--- src/rtl/bcd_seq.sv ---
// bcd_seq: sequential binary-to-BCD converter for the stopwatch display path.
// One restoring shift-subtract divide-by-10 datapath is reused for every digit.
// Each digit takes BITS shift steps plus one store cycle, so a conversion
// always takes DIGITS*(BITS+1) cycles, whatever the input value.
// Optional feature: define BCD_SEQ_SAT_EN to show all nines for inputs that
// do not fit in DIGITS decimal digits. Without it, the display shows the
// value modulo 10^DIGITS. The overflow flag is set in both builds.
module bcd_seq #(
    parameter int BITS   = 14,
    parameter int DIGITS = 4
) (
    input  logic                  clk,
    input  logic                  rst_n,
    input  logic                  start,
    input  logic [BITS-1:0]       number,
    output logic                  busy,
    output logic                  done,
    output logic [4*DIGITS-1:0]   digits,
    output logic                  overflow
);

    localparam int          STEP_W = (BITS > 1) ? $clog2(BITS) : 1;
    localparam int          DIG_W  = (DIGITS > 1) ? $clog2(DIGITS) : 1;
    localparam logic [31:0] LIMIT  = 32'(10 ** DIGITS);

    typedef enum logic [1:0] {
        S_IDLE,
        S_STEP,
        S_STORE
    } state_t;

    state_t                state_q;
    logic [BITS-1:0]       q_q;        // dividend, becomes the quotient bit by bit
    logic [3:0]            r_q;        // partial remainder, always < 10
    logic [STEP_W-1:0]     step_q;
    logic [DIG_W-1:0]      dig_q;
    logic                  ovf_pend_q;
    logic [4*DIGITS-1:0]   shadow_q;   // digits collected during the conversion
    logic [4*DIGITS-1:0]   digits_q;
    logic                  overflow_q;
    logic                  busy_q;
    logic                  done_q;

    logic [4:0]            t;
    logic                  t_ge;
    logic [3:0]            r_d;
    logic [BITS-1:0]       q_d;
    logic [3:0]            store_val;
    logic [4*DIGITS-1:0]   shadow_d;
    logic                  ovf_in;
    logic                  last_step;
    logic                  last_digit;

    // Trial subtraction for one divide step and the shadow value for the digit being stored.
    always_comb begin
        // NOTE: every output of this block gets a value first, so no path leaves one unassigned and no latch is inferred.
        t         = {r_q, q_q[BITS-1]};
        t_ge      = (t >= 5'd10);
        r_d       = t_ge ? 4'(t - 5'd10) : t[3:0];
        q_d       = {q_q[BITS-2:0], t_ge};
`ifdef BCD_SEQ_SAT_EN
        store_val = ovf_pend_q ? 4'd9 : r_q;
`else
        store_val = r_q;
`endif
        shadow_d  = shadow_q;
        shadow_d[int'(dig_q)*4 +: 4] = store_val;
        ovf_in     = (32'(number) >= LIMIT);
        last_step  = (step_q == STEP_W'(BITS - 1));
        last_digit = (dig_q == DIG_W'(DIGITS - 1));
    end

    // Control FSM and datapath registers. All outputs are registered.
    always_ff @(posedge clk or negedge rst_n) begin
        if (!rst_n) begin
            // NOTE: the shadow and output digit registers are reset too. The display must read zero after any reset, even one that hits mid-conversion.
            state_q    <= S_IDLE;
            q_q        <= '0;
            r_q        <= '0;
            step_q     <= '0;
            dig_q      <= '0;
            ovf_pend_q <= 1'b0;
            shadow_q   <= '0;
            digits_q   <= '0;
            overflow_q <= 1'b0;
            busy_q     <= 1'b0;
            done_q     <= 1'b0;
        end else begin
            // NOTE: non-blocking assignments throughout. Every register samples the pre-edge values, whatever order the statements are in.
            done_q <= 1'b0;
            case (state_q)
                S_IDLE: begin
                    if (start) begin
                        q_q        <= number;
                        r_q        <= '0;
                        step_q     <= '0;
                        dig_q      <= '0;
                        ovf_pend_q <= ovf_in;
                        busy_q     <= 1'b1;
                        state_q    <= S_STEP;
                    end
                end
                S_STEP: begin
                    r_q <= r_d;
                    q_q <= q_d;
                    if (last_step) begin
                        step_q  <= '0;
                        state_q <= S_STORE;
                    end else begin
                        step_q <= step_q + 1'b1;
                    end
                end
                S_STORE: begin
                    // q_q already holds the quotient, which is the dividend for the next digit.
                    shadow_q <= shadow_d;
                    r_q      <= '0;
                    step_q   <= '0;
                    if (last_digit) begin
                        digits_q   <= shadow_d;
                        overflow_q <= ovf_pend_q;
                        done_q     <= 1'b1;
                        busy_q     <= 1'b0;
                        state_q    <= S_IDLE;
                    end else begin
                        dig_q   <= dig_q + 1'b1;
                        state_q <= S_STEP;
                    end
                end
                default: state_q <= S_IDLE;
            endcase
        end
    end

    assign busy     = busy_q;
    assign done     = done_q;
    assign digits   = digits_q;
    assign overflow = overflow_q;

endmodule

--- config.mk ---
export PLATFORM = sky130hd
export DESIGN_NAME = bcd_seq
export DESIGN_NICKNAME = d
export VERILOG_FILES = /design/src/rtl/bcd_seq.sv
export SDC_FILE = /design/constraint.sdc
export NUM_CORES = 1
export LEC_CHECK = 0
export CORE_AREA = 2 2 82 84
export DETAILED_ROUTE_END_ITERATION = 7
export DIE_AREA = 0 0 84 86
export PLACE_DENSITY_LB_ADDON = 0.15
export SYNTH_ARGS = -nofsm -noshare
export SYNTH_HDL_FRONTEND = slang
export SYNTH_SLANG_ARGS = --single-unit
--- constraint.sdc ---
create_clock -name clk -period 6.31 [get_ports clk]
set_clock_uncertainty 0.2 [all_clocks]
set_input_delay 1.262 -clock clk [delete_from_list [all_inputs] [get_ports clk]]
set_output_delay 1.262 -clock clk [all_outputs]
set_load 0.005 [all_outputs]
Word level (Yosys, flattened, before mapping)
Index checks and enable logic that the tools add are counted.
W data, S select, Z words.
{ "totals": {"regBits": 62, "inputBits": 17, "output_inout_bits": 19, "elab_cells": 58} }
{ "op_classes": {"add_sub_neg": 4, "order_cmp": 2, "shifts": 2, "n_mux": 20, "n_reduce_logical": 11, "n_eq_ne": 8} }
{ "op_table": {"columns": ["operator", "count"], "rows": [
  ["$neg A4 Y33", 1],
  ["$shift A4 B33 Y16 const A", 1],
  ["$shiftx A4 B33 Y16", 1],
  ["$pmux W14 S2", 1],
  ["$pmux W4 S3", 2],
  ["$bwmux W16", 1],
  ["$ge A14 B14 Y1 const B", 1],
  ["$mux W14", 1],
  ["$mux W4", 3],
  ["$reduce_and A2 Y1", 5],
  ["$mux W2", 4],
  ["$ne A2 B2 Y1 const B", 4],
  ["$pmux W2 S3", 1],
  ["$reduce_and A3 Y1", 2],
  ["$ge A5 B4 Y1 const B", 1],
  ["$mux W1", 5],
  ["$add A4 B1 Y4 const B", 1],
  ["$eq A2 B2 Y1 const B", 2],
  ["$eq A4 B4 Y1 const B", 1],
  ["$pmux W2 S2", 1],
  ["$reduce_bool A2 Y1", 2],
  ["$sub A4 B4 Y4 const B", 1],
  ["$reduce_bool A3 Y1", 1],
  ["$add A2 B1 Y2 const B", 1],
  ["3 further kinds", 3]
]} }

Depth between registers and ports, before layout
Gate-level depths: netlist of the first run.
{ "logic_depth": {"ltp_word": 3, "depth_mapped": 8, "mapped_depth_nobuf": 6} }

Least setup slack after synthesis of the first run
No wires, ideal clock.
{ "synth_path": {"path_kind": "flip-flop to flip-flop", "startpoint": "reg dig_q[0]", "endpoint": "reg shadow_q[10]", "slack_ps": 4190, "arrival_time_ps": 1799, "n_path_buf": 2, "t_required_ps": 5989, "synth_period_minus_slack_ps": 2120, "setup_time_ps": 121, "stages_incl_launch_ff": 9, "path_cell_list": "dfrtp_1 > buf_4 > inv_2 > ha_1 > nor2b_2 > buf_6 > and3_4 > and2_4 > a22o_1"} }
{ "synth_between": {"elab_chain_len": 3, "elab_cells_between_ends": 4, "cone_classes": "add/sub: 1; shift: 2; mux: 1"} }
{ "synth_lines": {"columns": ["item", "line", "text"], "rows": [
  ["from (decl)", "36", "logic [DIG_W-1:0] dig_q;"],
  ["from (signal assigned)", "125", "dig_q <= dig_q + 1'b1;"],
  ["$neg A4 Y33 *", "67", "shadow_d[int'(dig_q)*4 +: 4] = store_val;"],
  ["$shiftx A4 B33 Y16 / $shift A4 B33 Y16 (equally long branches)", "67", null],
  ["$bwmux W16 *", "67", null],
  ["to (signal assigned)", "115", "shadow_q <= shadow_d;"],
  ["to (decl)", "38", "logic [4*DIGITS-1:0] shadow_q;"]
]} }
Every way passes the cells marked *; elsewhere a longest branch is shown, timed or not.
A chain may end at the register's enable or synchronous reset.

Worst setup path after layout of the first run
{ "layout_path": {"startpoint": "in start", "endpoint": "reg q_q[0]"} }
{ "layout_between": {"elab_chain_len": 2} }
{ "layout_lines": {"columns": ["item", "line", "text"], "rows": [
  ["from (decl)", "14", "input logic start,"],
  ["$ne A2 B2 Y1 (no line)", null, null],
  ["$reduce_and A2 Y1 (no line)", null, null],
  ["to (signal assigned)", "94", "q_q <= number;"],
  ["to (signal assigned)", "105", "q_q <= q_d;"],
  ["to (decl)", "33", "logic [BITS-1:0] q_q;"]
]} }
No other way between the ends.

==> qor.yml, run 1 <==
critical_path:
  timing.critical_path.from: "start"
  worst-path-buf-inv: 1
  timing.critical_path.arrival_ns: 3.21
  worst-r2r-setup-slack_ns: 3.89
  worst_r2r_endpoint: "shadow_q[8]$_DFFE_PN0P_"
  critPathMaxStageDelay_ns: 0.95
  worst_path_max_delay_cell: "sky130_fd_sc_hd__clkdlybuf4s50_1"
  critPathTopFamily: "buffers and inverters"
  startpoint_type: "input port"
  worstPathMaxFanout: 22
  cell_breakdown_of_the_critical_path: "clkdlybuf4s50_1, nand2b_1, o22a_1, o22ai_1, nor2_1"
  worst_setup_path_end_kind: "flip-flop"
  cp.required_ns: 6.32
  worstRegToRegCells: 6
  timing.setup.critical_path_class: "in -> reg"
  worstSetupPathDepth: 5
  critical_path.endpoint: "q_q[0]$_DFFE_PN0P_"
  r2r_start: "dig_q[0]$_DFFE_PN0P_"
drt:
  drt_iter0_markers: 122
  drt-pass1-iter-count: 4
  wirelength_mm: 6.36
  drt.antenna.violating_nets: 0
  wl_per_cell_um: 14.8
  detail_route.drc_violations: 0
  vias_per_cell: 5.79
  vias_after_detailed_routing: 2485
final_layout:
  finalNetCount: 373
  layout.core_utilization_pct: 57.9
  most_common_library_cell_in_the_layout_ignoring_fill_and_taps: "sky130_fd_sc_hd__dfrtp_1"
  final_layout_size_suffix_gt1_share_pct: 11.4
  syn_to_final_growth_pct: 17.1
  antenna_cells_inserted: 0
  mostFrequentLayoutCells: "sky130_fd_sc_hd__dfrtp_1, sky130_fd_sc_hd__clkdlybuf4s50_1, sky130_fd_sc_hd__a21oi_1"
clock_network:
  cts_tree: "done"
  clk_transition_reported_paths_ns: 0.07
  cts.repair.resized: 0
  cts_root_buffer: "sky130_fd_sc_hd__clkbuf_8"
  clock_sink_count: 62
  cts_buf_count: 9
  cts.path.max_buffers: 2
  ctsHoldBuffers: 0
  cts.repair_timing.setup_buffer_count: 0
  worst_skew_pair.late_latency_ns: 0.33
  ctsHtreeMaxLevel: 3
grt:
  grt_start_max_net_pins: 63
  antenna_violations_before_repair: 0
  grt_usage_pct: 18.3
  first_global_vias: 2306
  grt_pass1_wl_mm: 10.6
  global_route.overflow_total: 0
placement:
  placement.io_buffers: 35
  gp_congestion: 0.832
  dp_hpwl_mm: 4.04
sta:
  fin_crit_sh_pct: 50.8
  max_clock_freq_mhz: 312
  count_of_final_setup_violators: 0
  final.min_clock_period_ns: 3.20
  report.final.hold_viol_count: 0
  rsz_0062_raised_after_global_routing: "no"
  max_slew.worst_pin.slew_ns: 0.816
  slew-limit-headroom_pct: 45.6
  max_slew_violation_count: 0
  setup_tns_ns: 0
synthesis:
  post_synth.cell_area_avg_um2: 9.70
  net_count_after_synthesis: 346
  post_synth_inst_count: 320
  synth_top_flop_cell: "sky130_fd_sc_hd__dfrtp_1"
  area_of_the_mapped_netlist_mm2: 0.00310
  netlist-cell-type-count: 47
  yosysTopAreaCellShare_pct: 50.0
  netlist_top_cells_area: "sky130_fd_sc_hd__dfrtp_1, sky130_fd_sc_hd__o22ai_1, sky130_fd_sc_hd__a21oi_1, sky130_fd_sc_hd__ha_1, sky130_fd_sc_hd__o21ai_0"
  postSynthRegisterBits: 62
  ys.warnings.count: 0
  yosysTopAreaCell: "sky130_fd_sc_hd__dfrtp_1"
  synth-async-reset-ratio_pct: 100
  synth_edf_count: 0
  synth.yosys.seq_area_share_pct: 50.0
floorplan:
  fp.dieW_um: 84
  design.core.area_mm2: 0.00628
  initial_core_util_pct: 49.5
  chipHeight_um: 86
  fp.dieArea_mm2: 0.00722
  top_level_ports: 36
  rows: 29
power_and_ir_drop:
  powerDensity_mw_per_mm2: 352
  worst_ir_drop_vdd_v: 0.000184
  leakage_nw: 1.53
outcome:
  status: "finished clean"
run:
  max_cap_violations: 0
min_path:
  hold_path.class: "reg -> reg"
## layer usage
layer  wire length (um)  vias up  part of all wire [%]  track usage, %
li1                   -     1208                     -               -
met1               3120     1198                    49            24.5
met2               2830       69                    45            28.8
met3                296       10                   4.7            3.66
met4                115        0                   1.8            8.80
met5                  0        -                     0               0
## how the worst min path moves through the flow
stage	startpoint	end	slack, ns	depth (start not counted)
after floorplan	shadow_q[12]$_DFFE_PN0P_	shadow_q[12]$_DFFE_PN0P_	0.24	2
after CTS	shadow_q[13]$_DFFE_PN0P_	shadow_q[13]$_DFFE_PN0P_	0.28	2
after detailed placement	shadow_q[13]$_DFFE_PN0P_	shadow_q[13]$_DFFE_PN0P_	0.27	2
after global routing	shadow_q[11]$_DFFE_PN0P_	shadow_q[11]$_DFFE_PN0P_	0.31	1
final	ovf_pend_q$_DFFE_PN0P_	ovf_pend_q$_DFFE_PN0P_	0.28	2
after global placement	shadow_q[12]$_DFFE_PN0P_	shadow_q[12]$_DFFE_PN0P_	0.25	2
## final cells by class
cell class | count | area, um2
flip-flops and latches | 62 | 1550
repair buffers | 37 | 360
inverters | 9 | 33.8
well taps | 77 | 96.3
clock inverters | 4 | 45.0
fillers | 568 | 2640
multi-input cells | 228 | 1390
clock buffers | 12 | 155
## flip-flops by register name, indices dropped and copies added (netlist names)
name,flops
digits,16
shadow_q,16
q_q,14
r_q,4
step_q,4
dig_q,2
state_q,2
busy,1
done,1
overflow,1
ovf_pend_q,1
## worst register-to-register path: cells and delay by family, from the launching register on
family	cells	cell delay (ns)
AO/OA/AOI/OAI	1	0.14
buffers and inverters	1	0.13
adder cells (fa/ha/maj)	1	0.40
flip-flops	1	0.65
AND/OR/NAND/NOR	3	0.85
## cell usage after synthesis (7+ instances only)
master	n
sky130_fd_sc_hd__ha_1	9
sky130_fd_sc_hd__nand2_1	25
sky130_fd_sc_hd__a31oi_1	8
sky130_fd_sc_hd__inv_1	7
sky130_fd_sc_hd__a22o_1	9
sky130_fd_sc_hd__a21oi_1	31
sky130_fd_sc_hd__nand3_1	10
sky130_fd_sc_hd__o21ai_0	20
sky130_fd_sc_hd__dfrtp_1	62
sky130_fd_sc_hd__a21oi_2	9
sky130_fd_sc_hd__clkbuf_1	7
sky130_fd_sc_hd__nor2_1	25
sky130_fd_sc_hd__nor2b_1	12
sky130_fd_sc_hd__o22ai_1	27
## logic make-up after synthesis
logic type | after synthesis | synth area share (%)
adder cells (fa/ha/maj) | 9 | 3.63
AO/OA/AOI/OAI | 117 | 23.7
flip-flops | 62 | 50.0
multiplexers | 2 | 0.685
buffers and inverters | 30 | 5.12
AND/OR/NAND/NOR | 100 | 16.9
## power by group
group	internal, W	switching [W]
logic	0.000148	0.000178
clock network	0.000202	0.000150
registers	0.000477	0.000124
total	0.000827	0.000451
## per-stage QoR
step / std cells / worst slack (ns) / area, um2 / power, W / hold slack [ns]
after floorplan: 320 / 4.19 / 3100 / 0.000844 / 0.242
after global routing: 429 / 2.94 / 3640 / 0.00137 / 0.312
final: 429 / 3.11 / 3640 / 0.00128 / 0.276
after CTS: 429 / 3.13 / 3640 / 0.00128 / 0.283
after detailed placement: 413 / 2.77 / 3440 / 0.000930 / 0.266
after global placement: 413 / 2.77 / 3440 / 0.000917 / 0.254
No activity file was read; power rests on OpenSTA's default activity.
==> inputs of run 2 (changes only) <==
==> constraint.sdc (replaced) <==
create_clock -name clk -period 2.8 [get_ports clk]
set_clock_uncertainty 0.2 [all_clocks]
set_input_delay 0.56 -clock clk [delete_from_list [all_inputs] [get_ports clk]]
set_output_delay 0.56 -clock clk [all_outputs]
set_load 0.005 [all_outputs]
==> run 2 against run 1 <==
Via count increased by 2.3%. Routed wire length increased by 2.8%. Design area increased by 1.7%. Critical path depth is 1 higher. Cell count grew 0.23%. First-iteration DRC count down 8.2%. Power grew 130%.
==> qor.yml, run 2 (synthesis gave the netlist of run 1 again) <==
min_path:
  hold_path.class: "in -> async"
sta:
  rsz_0062_raised_after_global_routing: "no"
  max_slew.worst_pin.slew_ns: 0.667  # -0.148 ns
  count_of_final_setup_violators: 0  # unchanged
  max_clock_freq_mhz: 424
  final.min_clock_period_ns: 2.36
  slew-limit-headroom_pct: 55.5  # +9.9 points
  hold-worst-slack_ns: 0.0312  # -0.245 ns
  setup_tns_ns: 0  # unchanged
  fin_crit_sh_pct: 84.2
  report.final.hold_viol_count: 0  # unchanged
  max_slew_violation_count: 0  # unchanged
clock_network:
  cts_tree: "done"
  clk_transition_reported_paths_ns: 0.07  # about the same
  cts_root_buffer: "sky130_fd_sc_hd__clkbuf_8"
  cts.repair.resized: 0  # unchanged
  ctsHtreeMaxLevel: 3  # unchanged
  cts.repair_timing.setup_buffer_count: 0  # unchanged
  cts_buf_count: 9  # unchanged
  clock_sink_count: 62  # unchanged
  cts.path.max_buffers: 2  # unchanged
  ctsHoldBuffers: 0  # unchanged
  worst_skew_pair.late_latency_ns: 0.35  # +0.02 ns
floorplan:
  design.core.area_mm2: 0.00628  # unchanged
  top_level_ports: 36  # unchanged
  rows: 29  # unchanged
  initial_core_util_pct: 49.5  # unchanged
  fp.dieArea_mm2: 0.00722  # unchanged
  fp.dieW_um: 84  # unchanged
  chipHeight_um: 86  # unchanged
placement:
  gp_congestion: 0.833  # +0.14%
  dp_hpwl_mm: 4.32  # +6.9%
  placement.io_buffers: 35  # unchanged
final_layout:
  final.fill_count: 555  # -2.3%
  layout.core_utilization_pct: 58.9  # +0.98 points
  syn_to_final_growth_pct: 19.1
  final-seq-area_mm2: 0.00155  # unchanged
  mostFrequentLayoutCells: "sky130_fd_sc_hd__dfrtp_1, sky130_fd_sc_hd__clkdlybuf4s50_1, sky130_fd_sc_hd__a21oi_1"
  antenna_cells_inserted: 0  # unchanged
  multi_input_comb_area_mm2: 0.00139  # unchanged
  most_common_library_cell_in_the_layout_ignoring_fill_and_taps: "sky130_fd_sc_hd__dfrtp_1"
  finalNetCount: 375  # +0.54%
  final_layout_size_suffix_gt1_share_pct: 11.9  # +0.53 points
critical_path:
  cp.required_ns: 2.89  # -3.43 ns
  timing.critical_path.from: "dig_q[0]$_DFFE_PN0P_"
  worstRegToRegCells: 6  # unchanged
  r2r_start: "dig_q[0]$_DFFE_PN0P_"
  timing.critical_path.arrival_ns: 2.45  # -0.76 ns
  startpoint_type: "flip-flop"
  worst_r2r_endpoint: "shadow_q[11]$_DFFE_PN0P_"
  worst_setup_path_end_kind: "flip-flop"
  worstPathMaxFanout: 15  # -32%
  timing.setup.critical_path_class: "reg -> reg"
  worst-r2r-setup-slack_ns: 0.44  # -3.45 ns
drt:
  drt_iter0_markers: 112  # -8.2%
  drt.antenna.violating_nets: 0  # unchanged
  wl_per_cell_um: 15.2  # +2.6%
  vias_per_cell: 5.91  # +2.1%
  vias_after_detailed_routing: 2542  # +2.3%
  drt-pass1-iter-count: 4  # unchanged
  detail_route.drc_violations: 0  # unchanged
  wirelength_mm: 6.54  # +2.8%
power_and_ir_drop:
  internal_power_w: 0.00195  # +140%
  comb_power_share_pct: 24.7  # -0.7 points
  worst_ir_drop_vdd_v: 0.000500  # +170%
  power_switching_share_pct: 34.6  # -0.67 points
  powerDensity_mw_per_mm2: 808  # +130%
  pwr-share-clk_pct: 29.9  # +2.4 points
  power.share.sequential_pct: 45.4  # -1.6 points
  net-switching-power_w: 0.00103  # +130%
  leakage_nw: 1.55  # +1.7%
grt:
  grt_usage_pct: 19.2  # +0.85 points
  global_route.overflow_total: 0  # unchanged
  grt_start_max_net_pins: 37  # -41%
  first_global_vias: 2329  # +1.0%
  antenna_violations_before_repair: 0  # unchanged
  grt_pass1_wl_mm: 10.9  # +2.6%
outcome:
  status: "finished clean"
run:
  max_cap_violations: 0  # unchanged
## run 2: final cells by class
cell class	count	share of cell area, %
Sequential cell	62	42.0
Multi-Input combinational cell	228	37.7
Timing Repair Buffer	39	10.8
Clock buffer	11	4.09
Tap cell	77	2.61
Clock inverter	4	1.90
Inverter	9	0.914
## run 2: how the worst max path moves through the flow
stage	to	slack, ns	depth (start not counted)
global placement	shadow_q[11]$_DFFE_PN0P_	0.52	6
floorplan	shadow_q[10]$_DFFE_PN0P_	0.68	8
CTS	shadow_q[8]$_DFFE_PN0P_	0.45	6
detailed placement	shadow_q[11]$_DFFE_PN0P_	0.46	6
finish	shadow_q[11]$_DFFE_PN0P_	0.44	6
global route	shadow_q[8]$_DFFE_PN0P_	0.30	6
## run 2: routing by layer
layer / global-route usage (%) / wire length, um
met1: 26.1 / 3180
met2: 29.2 / 2960
met3: 4.52 / 263
met4: 9.09 / 140
met5: 0 / 0
## run 2: power by group through the flow
stage                     clock (W)  sequential (W)  combinational (W)
after global placement            0         0.00136           0.000724
after floorplan                   0         0.00120           0.000699
final                      0.000892         0.00136           0.000738
after CTS                  0.000903         0.00135           0.000744
after global routing       0.000942         0.00138           0.000842
after detailed placement          0         0.00136           0.000743
## run 2: critical path, cell delays in order, from the launching register on
cell                      delay (ns)
sky130_fd_sc_hd__dfrtp_1        0.62
sky130_fd_sc_hd__inv_2          0.13
sky130_fd_sc_hd__ha_1           0.40
sky130_fd_sc_hd__nor2b_2        0.37
sky130_fd_sc_hd__and3_4         0.29
sky130_fd_sc_hd__and2_4         0.16
sky130_fd_sc_hd__a22o_1         0.13
## run 2: metrics by stage
step / area (um2) / std cells / setup WS, ns / power (W)
5_1_grt: 3700 / 430 / 0.295 / 0.00316
4_1_cts: 3700 / 430 / 0.452 / 0.00299
2_1_floorplan: 3100 / 320 / 0.680 / 0.00190
6_report: 3700 / 430 / 0.442 / 0.00299
3_5_place_dp: 3480 / 415 / 0.465 / 0.00210
3_3_place_gp: 3480 / 415 / 0.518 / 0.00208
==> inputs of run 3 (changes only) <==
==> constraint.sdc (replaced) <==
create_clock -name clk -period 2.3 [get_ports clk]
set_clock_uncertainty 0.2 [all_clocks]
set_input_delay 0.46 -clock clk [delete_from_list [all_inputs] [get_ports clk]]
set_output_delay 0.46 -clock clk [all_outputs]
set_load 0.005 [all_outputs]
==> run 3 against run 2 <==
Core utilization is 1.4 points higher. Combinational power is 33% higher. Clock power is 35% higher. Sequential power is 18% higher. Via count is 0.90% lower. Power is 27% higher. Die area stayed put. Sequential cell count stayed put. Largest power group unchanged. Highest routed layer unchanged.
==> qor.yml, run 3 (synthesis gave the netlist of run 1 again) <==
grt:
  grt_start_max_net_pins: 35  # -5.4%
  antenna_violations_before_repair: 0  # unchanged
  global_route.overflow_total: 0  # unchanged
  grt_usage_pct: 19.7  # +0.55 points
  grt_pass1_wl_mm: 11.3  # +3.6%
  first_global_vias: 2451  # +5.2%
drt:
  detail_route.drc_violations: 0  # unchanged
  vias_after_detailed_routing: 2519  # -0.90%
  drt-pass1-iter-count: 4  # unchanged
  maxUsedRoutingLayer: "met4"
  drt_iter0_markers: 110  # -1.8%
  wl_per_cell_um: 14.6  # -3.9%
  wirelength_mm: 6.44  # -1.6%
  routed-wl-met3_um: 286  # +8.7%
  vias_per_cell: 5.73  # -3.2%
  wirelength_met1_mm: 3.06  # -3.8%
  drt.antenna.violating_nets: 0  # unchanged
  wl_met2_mm: 2.99  # +1.2%
clock_network:
  cts_tree: "done"
  clk_transition_reported_paths_ns: 0.07  # about the same
  clock_sink_count: 62  # unchanged
  cts_root_buffer: "sky130_fd_sc_hd__clkbuf_8"
  cts.path.max_buffers: 2  # unchanged
  ctsHtreeMaxLevel: 3  # unchanged
  worst_skew_pair.late_latency_ns: 0.34  # about the same
  cts_buf_count: 9  # unchanged
critical_path:
  worstPathMaxFanout: 6  # -9
  timing.critical_path.arrival_ns: 2.00  # -0.45 ns
  timing.setup.critical_path_class: "reg -> reg"
  worst-path-buf-inv: 1  # unchanged
  critPathMaxStageDelay_ns: 0.44  # -0.18 ns
  cell_breakdown_of_the_critical_path: "inv_1, ha_1, nor2b_2, and3_4, and2_4, a22o_1"
  timing.critical_path.from: "dig_q[1]$_DFFE_PN0P_"
  critPathTopFamily: "simple AND/OR/NAND/NOR gates"
  r2r_start: "dig_q[1]$_DFFE_PN0P_"
  worstRegToRegCells: 6  # unchanged
  cp.required_ns: 2.33  # -0.56 ns
  startpoint_type: "flip-flop"
  worst_setup_path_end_kind: "flip-flop"
  worst_r2r_endpoint: "shadow_q[8]$_DFFE_PN0P_"
  worst_path_max_delay_cell: "sky130_fd_sc_hd__dfrtp_1"
  worst-r2r-setup-slack_ns: 0.33  # -0.12 ns
sta:
  max_slew_violation_count: 0  # unchanged
  setup_tns_ns: 0  # unchanged
  hold-worst-slack_ns: 0.274  # +0.243 ns
  final.min_clock_period_ns: 1.97  # -0.384 ns
  max_clock_freq_mhz: 507  # +19%
  max_slew.worst_pin.slew_ns: 0.620  # -0.0474 ns
  fin_crit_sh_pct: 85.8  # +1.6 points
  rsz_0062_raised_after_global_routing: "no"
  count_of_final_setup_violators: 0  # unchanged
  slew-limit-headroom_pct: 58.7  # +3.2 points
  report.final.hold_viol_count: 0  # unchanged
placement:
  detailed_place.area_mm2: 0.00352  # +1.4%
  dp_hpwl_mm: 4.47  # +3.5%
  placement.io_buffers: 35  # unchanged
  gp_congestion: 0.815  # -2.2%
floorplan:
  top_level_ports: 36  # unchanged
  fp.dieW_um: 84  # unchanged
  initial_core_util_pct: 49.5  # unchanged
  design.core.area_mm2: 0.00628  # unchanged
  fp.dieArea_mm2: 0.00722  # unchanged
  chipHeight_um: 86  # unchanged
  rows: 29  # unchanged
final_layout:
  mostFrequentLayoutCells: "sky130_fd_sc_hd__dfrtp_1, sky130_fd_sc_hd__clkdlybuf4s50_1, sky130_fd_sc_hd__a21oi_1"
  finalNetCount: 384  # +2.4%
  most_common_library_cell_in_the_layout_ignoring_fill_and_taps: "sky130_fd_sc_hd__dfrtp_1"
  layout.cell_area.non_filler_mm2: 0.00378  # +2.3%
  syn_to_final_growth_pct: 21.8
  final_layout_size_suffix_gt1_share_pct: 13.5  # +1.6 points
  final.fill_count: 544  # -2.0%
  antenna_cells_inserted: 0  # unchanged
min_path:
  hold-path-cell-count: 2
  worstHoldStart: "shadow_q[5]$_DFFE_PN0P_"
  hold_path.class: "reg -> reg"
  min_delay_worst_endpoint: "shadow_q[5]$_DFFE_PN0P_"
power_and_ir_drop:
  leakage_nw: 1.60  # +3.3%
  powerDensity_mw_per_mm2: 1000  # +24%
  worst_ir_drop_vdd_v: 0.000512  # +2.4%
  total_power_w: 0.00378  # +27%
outcome:
  status: "finished clean"
run:
  max_cap_violations: 0  # unchanged
==> run 3: metrics by stage <==
step	worst slack, ns	utilization [%]	instances
after floorplan	0.180	-	320
after global placement	0.367	56.1	423
after detailed placement	0.342	56.1	423
after CTS	0.327	60.3	440
after global routing	0.226	60.3	440
final	0.326	60.3	440
==> run 3: where the power goes <==
| part | switching, W | internal (W) | leakage [nW] |
|---|---|---|---|
| logic | 0.000534 | 0.000447 | 0.700 |
| registers | 0.000296 | 0.00131 | 0.779 |
| clock network | 0.000417 | 0.000781 | 0.124 |
| total | 0.00125 | 0.00254 | 1.60 |
==> run 3: what timing repair did <==
item,4_1_cts,5_1_grt
setup buffers,0,0
hold endpoints to repair,9,0
hold buffers,1,0
gates resized for setup,0,0
==> run 3: per-layer routing <==
layer  track usage [%]  up-vias
met2              31.3       64
met4              8.36        0
met1              25.5     1207
met3              5.68       10
met5                 0        -
li1                  -     1238
==> run 3: how the worst max path moves through the flow <==
stage	to	slack (ns)	cells past startpoint
finish	shadow_q[8]$_DFFE_PN0P_	0.33	6
global route	shadow_q[3]$_DFFE_PN0P_	0.23	5
CTS	shadow_q[8]$_DFFE_PN0P_	0.33	6
detailed placement	shadow_q[11]$_DFFE_PN0P_	0.34	6
global placement	shadow_q[11]$_DFFE_PN0P_	0.37	6
floorplan	shadow_q[10]$_DFFE_PN0P_	0.18	8
==> run 3: area by class of cell <==
class                   count  area (um2)  share of cell area [%]
flip-flops and latches     62        1550                    41.0
repair buffers             48         458                    12.1
multi-input cells         228        1390                    36.9
clock inverters             3        90.1                    2.38
well taps                  77        96.3                    2.55
inverters                   9        33.8                   0.893
clock buffers              13         159                    4.20
==> run 3: tightest hold or removal path, delay by kind of cell, from the launching register on <==
kind / cells / cell delay [ns]
AND/OR/NAND/NOR: 1 / 0.04
flip-flops: 1 / 0.33
AO/OA/AOI/OAI: 1 / 0.06
